**src/rtl/mem_line_arbiter.sv**
```systemverilog
// Round-robin arbiter sharing one line-granular main memory between two cache clients.
// The owner's request is forwarded combinationally; read lines are captured on the memory gnt.
module mem_line_arbiter #(
    parameter int LINE_ADDR_LEN = 3,
    parameter int ADDR_LEN      = 9,
    localparam int LINE_W       = 32 << LINE_ADDR_LEN
) (
    input  logic                clk,
    input  logic                rst,
    input  logic                c0_rd_req,
    input  logic                c0_wr_req,
    input  logic [ADDR_LEN-1:0] c0_addr,
    input  logic [LINE_W-1:0]   c0_wr_line,
    output logic                c0_gnt,
    input  logic                c1_rd_req,
    input  logic                c1_wr_req,
    input  logic [ADDR_LEN-1:0] c1_addr,
    input  logic [LINE_W-1:0]   c1_wr_line,
    output logic                c1_gnt,
    output logic [LINE_W-1:0]   rd_line,
    output logic                mem_rd_req,
    output logic                mem_wr_req,
    output logic [ADDR_LEN-1:0] mem_addr,
    output logic [LINE_W-1:0]   mem_wr_line,
    input  logic                mem_gnt,
    input  logic [LINE_W-1:0]   mem_rd_line,
    output logic                busy
);

    typedef enum logic [1:0] {
        ST_IDLE = 2'd0,
        ST_BUSY = 2'd1,
        ST_GAP  = 2'd2
    } state_t;

    state_t              state_q, state_d;
    logic                owner_q, owner_d;
    logic                prio_q, prio_d;
    logic [LINE_W-1:0]   rd_line_q, rd_line_d;

    logic                req0, req1;
    logic                own_rd, own_wr;
    logic [ADDR_LEN-1:0] own_addr;
    logic [LINE_W-1:0]   own_wr_line;

    always_ff @(posedge clk or posedge rst) begin
        if (rst) begin
            state_q   <= ST_IDLE;
            owner_q   <= 1'b0;
            prio_q    <= 1'b0;
            rd_line_q <= '0;
        end else begin
            state_q   <= state_d;
            owner_q   <= owner_d;
            prio_q    <= prio_d;
            rd_line_q <= rd_line_d;
        end
    end

    always_comb begin
        req0        = c0_rd_req | c0_wr_req;
        req1        = c1_rd_req | c1_wr_req;
        own_rd      = owner_q ? c1_rd_req  : c0_rd_req;
        own_wr      = owner_q ? c1_wr_req  : c0_wr_req;
        own_addr    = owner_q ? c1_addr    : c0_addr;
        own_wr_line = owner_q ? c1_wr_line : c0_wr_line;

        state_d     = state_q;
        owner_d     = owner_q;
        prio_d      = prio_q;
        rd_line_d   = rd_line_q;
        mem_rd_req  = 1'b0;
        mem_wr_req  = 1'b0;
        mem_addr    = '0;
        mem_wr_line = '0;
        c0_gnt      = 1'b0;
        c1_gnt      = 1'b0;
        busy        = 1'b0;

        case (state_q)
            ST_IDLE: begin
                if (req0 || req1) begin
                    owner_d = (req0 && req1) ? prio_q : req1;
                    state_d = ST_BUSY;
                end
            end
            ST_BUSY: begin
                busy        = 1'b1;
                // A write wins when the owner raises both request lines.
                mem_wr_req  = own_wr;
                mem_rd_req  = own_rd & ~own_wr;
                mem_addr    = own_addr;
                mem_wr_line = own_wr_line;
                if (mem_gnt) begin
                    c0_gnt  = ~owner_q;
                    c1_gnt  = owner_q;
                    if (own_rd && !own_wr) begin
                        rd_line_d = mem_rd_line;
                    end
                    prio_d  = ~owner_q;
                    state_d = ST_GAP;
                end else if (!own_rd && !own_wr) begin
                    // Owner withdrew: release without a gnt and keep the priority.
                    state_d = ST_GAP;
                end
            end
            ST_GAP: begin
                state_d = ST_IDLE;
            end
            default: begin
                state_d = ST_IDLE;
            end
        endcase
    end

    assign rd_line = rd_line_q;

endmodule

```
**config.mk**
```make
export PLATFORM = sky130hd
export DESIGN_NAME = mem_line_arbiter
export DESIGN_NICKNAME = d
export VERILOG_FILES = /design/src/rtl/mem_line_arbiter.sv
export SDC_FILE = /design/constraint.sdc
export NUM_CORES = 1
export LEC_CHECK = 0
export BUFFER_PORTS_ARGS = -buffer_cell sky130_fd_sc_hd__buf_4
export CAP_MARGIN = 40
export CORE_AREA = 4 4 517 519
export DETAILED_ROUTE_END_ITERATION = 10
export DIE_AREA = 0 0 521 523
export GPL_ROUTABILITY_DRIVEN = 0
export RECOVER_POWER = 50
export SLEW_MARGIN = 15
export SYNTH_ARGS = -nofsm -noshare
export SYNTH_HDL_FRONTEND = slang
export SYNTH_SLANG_ARGS = --single-unit
export TNS_END_PERCENT = 50
```
**constraint.sdc**
```tcl
create_clock -name clk -period 13.88 [get_ports clk]
set_input_delay 4.164 -clock clk [delete_from_list [all_inputs] [get_ports clk]]
set_output_delay 4.164 -clock clk [all_outputs]
set_load 0.02 [all_outputs]
```
[Yosys cells after proc, flatten, opt, wreduce, memory -nomap -nowiden]
Cells that the tools add are included.
Storage, ports and cells
  bits in registers: 260
  bits of input ports: 793
  output and inout port bits: 526
Cells by class
  bitwise gates (word level): 5
  equality and inequality tests: 3
  multiplexer cells: 18
  reductions and logical operators: 11
Operators by type and width (count)
  256-bit two-way mux: 2
  9-bit two-way mux: 2
  1-bit two-way mux: 10
  2-bit two-way mux: 3
  2-bit AND reduction: 3
  2-bit case mux with 2 select lines: 1
  1-bit logical AND: 3
  3-bit inequality test, second input constant: 1
  3-bit AND reduction: 1
  2-bit by 1-bit == test with 1-bit output, second input constant: 1
  1-bit logical NOT: 2
  2-bit logical NOT: 1
  2-bit inequality test, second input constant: 1
  1-bit NOT: 2
  1-bit bitwise OR: 2
  1-bit bitwise AND: 1
  1-bit logical OR: 1

[Depth between registers and ports, before layout]
  depth in word-level cells: 6
  mapped depth: 6
  depth with buffers taken out: 3

[Worst setup path before layout]
No wires, ideal clock.
  path kind: input-to-output
  start point: in c0_wr_req
  end point: out mem_rd_req
  stages on the path: 2
  buffers on the path: 0
  data required time: 9.716 ns
  arrival time: 4.929 ns
  path slack: 4.787 ns
  cell sequence: or3b_4 > a21oi_1
On the way
  word-level cells in the longest chain between the ends: 4
Ends and longest elaborated chain
  start: declaration: line 11  | input logic c0_wr_req,
  1-bit two-way mux: line 64  | own_wr = owner_q ? c1_wr_req : c0_wr_req;
  1-bit NOT: line 91  | mem_rd_req = own_rd & ~own_wr;
  1-bit bitwise AND: line 91
  1-bit two-way mux: line 80  | case (state_q)
  end: declaration: line 21  | output logic mem_rd_req,
Every way passes these cells.

==> impl_metrics.env <==
export IMPL_outcome="finished, violations left"
export IMPL_failed_checks="max-capacitance violations, max-slew violations"
export IMPL_place_area_um2=27700
export IMPL_worstHoldPathType="reg -> reg"
export IMPL_antenna_found_initial=138
export IMPL_max_slew_margin_rel=-2.05
export IMPL_hpwl_mm=167
export IMPL_cts_made_buffers=35
export IMPL_die_width_um=521
export IMPL_clock_skew_ps=43.6
export IMPL_setup_viol=0
export IMPL_grt_setup_unrepaired="no"
export IMPL_cap_violations=4
export IMPL_clock_latency_ps=640
export IMPL_synth_edf_count=0
export IMPL_clk_pin_slew_worst_paths_ps=60
export IMPL_grt_pass1_wl_mm=211
export IMPL_synth_common_cells="270 x nor2_1, 266 x mux2i_1, 260 x dfrtp_1"
export IMPL_postCtsSetupBuffers=0
export IMPL_grt_max_degree=117
export IMPL_nets=3237
export IMPL_via_count=15518
export IMPL_crit_chain="clkbuf_4 -> clkinvlp_2 -> clkbuf_1 -> clkbuf_1"
export IMPL_syn_nets=1955
export IMPL_grtUsageTotal=0.125
export IMPL_critPathLaunchType="input pin"
export IMPL_min_path_cells=1
export IMPL_ys_top_cells_by_area="dfrtp_1 47%, mux2i_1 19%, mux2_2 19%"
export IMPL_period_share=0.723
export IMPL_design_area_um2=28200
export IMPL_antenna_left=0
export IMPL_cts_repair_resized=0
export IMPL_htreeDepth=2
export IMPL_synth_top_area_frac=0.473
export IMPL_drive_above_1_share=0.568
export IMPL_yosysMostFrequentCell="nor2_1"
export IMPL_cpMostUsedCell="clkbuf_1"
export IMPL_p_leak_nw=12.3
export IMPL_reg2reg_to="rd_line[23]"
export IMPL_tns_ps=0
export IMPL_tightest_slew_ps=4580
export IMPL_core_um2=262000
export IMPL_worst_r2r_cell_count=6
export IMPL_min_period_ps=10040
export IMPL_worstPathRequired_ps=14020
export IMPL_critPathMaxFanout=69
export IMPL_die_h_um=523
export IMPL_overflow=0
export IMPL_wirelength_mm=180
export IMPL_die_area_um2=272000
export IMPL_ys_warn_count=0
export IMPL_viasPerCell=2.58
export IMPL_drt_pass1_iter_count=5
export IMPL_fmax_mhz=99.6
export IMPL_initial_utilization=0.0525
export IMPL_critPathKind="in -> async"
export IMPL_drc=0
export IMPL_reg2reg_setup_slack_ps=9910
export IMPL_worstHoldStart="rd_line[71]"
export IMPL_clk_path_buf_depth=3
export IMPL_yosysUniqueCellTypes=21
export IMPL_clockRootBuffer="clkbuf_16"
export IMPL_drt_iter0_drc=810
export IMPL_syn2layout_area_growth_pct=105
export IMPL_ys_flop_type="dfrtp_1"
export IMPL_ys_ff_latch=260
export IMPL_syn_inst=1162
export IMPL_routedWlPerCell_um=29.9
export IMPL_clock_sinks=260
export IMPL_power_density_nw_per_um2=243
export IMPL_syn_area_um2=13800
export IMPL_total_power_mw=6.85
export IMPL_holdWs_ps=486
export IMPL_slowest_stage="clkinvlp_2"
export IMPL_yosysSeqAreaShare=0.473
export IMPL_hold_end="rd_line[71]"
export IMPL_critPathArrivalTime_ps=10180
export IMPL_avgSynthCellArea_um2=11.8
export IMPL_slew_violations=202
export IMPL_reg2reg_from="owner_q"
export IMPL_end_kind="async pin"
export IMPL_postCtsHoldBufs=0
export IMPL_cts_tree="done"
export IMPL_synth_area_leader_cell="dfrtp_1"
export IMPL_slowest_delay_ps=2380
export IMPL_num_io_pins=1319
export IMPL_rows=188
export IMPL_hold_viol=0
export IMPL_grt_pass1_vias=15893
export IMPL_port_buffers=1318
export IMPL_ir_worst_vdd_mv=0.220
export IMPL_async_reset_ff_frac=1.00
-- how the worst max path moves through the flow --
stage | slack [ps] | to | depth (start not counted) | from
final | 3840 | rd_line[214] | 4 | rst
after global routing | 2560 | rd_line[147] | 4 | rst
after CTS | 4410 | mem_wr_req | 4 | c1_wr_req
after detailed placement | 4420 | mem_wr_req | 4 | c1_wr_req
after global placement | 4390 | mem_wr_req | 4 | c1_wr_req
after floorplan | 2560 | owner_q | 1 | rst
-- sequential cells by signal, indices dropped and copies added (netlist names) --
| register | flops |
|---|---|
| state_q | 2 |
| rd_line | 256 |
| owner_q | 1 |
| prio_q | 1 |
-- kinds of logic (layout without fill, tap and decap cells) --
group	Yosys count	in the layout	share of synthesized area
mux	522	522	0.403
simple gates	276	276	0.0769
flops	260	260	0.473
buf+inv	92	1400	0.0416
compound gates	12	12	0.00600
other cells	0	34	0
-- power breakdown --
part | internal [mW] | total [mW] | switching (mW)
Combinational | 1.39 | 4.50 | 3.11
Sequential | 1.14 | 1.37 | 0.234
Clock | 0.574 | 0.981 | 0.406
-- through the flow --
| step | instances | setup slack (ps) | util |
|---|---|---|---|
| finish | 6019 | 3840 | 0.108 |
| global route | 6007 | 2560 | 0.107 |
| CTS | 5984 | 4410 | 0.111 |
| detailed placement | 5921 | 4420 | 0.106 |
| global placement | 5918 | 4390 | 0.105 |
| floorplan | 1162 | 2560 | - |
-- placed cells by master (no fill, tap or decap), types with 8 or more instances in the layout --
cell and count:
mux2_2 235, clkbuf_8 8, dfrtp_1 259, clkbuf_1 233, mux2i_1 266, buf_4 1098, nor2_1 270, mux2_1 21
diode_2 34, clkbuf_16 35
-- critical path, delay by kind of cell --
family	cells	cell delay [ps]
buffers and inverters	4	5700
-- final cells by class --
type                       instances  area (um2)
fill                           30536      234000
timing repair buffer            1334        9250
multi-input combinational        810        6680
sequential                       260        6510
tap                             3515        4400
clock buffer                      47        1000
clock inverter                    16         243
antenna                           34        85.1
inverter                           3        12.5
-- metal layers --
| layer | track usage | share of wire | vias up |
|---|---|---|---|
| met1 | 0.124 | 0.34 | 7238 |
| met3 | 0.0798 | 0.14 | 356 |
| met4 | 0.0497 | 0.051 | 104 |
| met5 | 0 | 0.0038 | - |
| met2 | 0.210 | 0.46 | 1178 |
| li1 | - | - | 6642 |
Power figures use the tool's default switching activity.
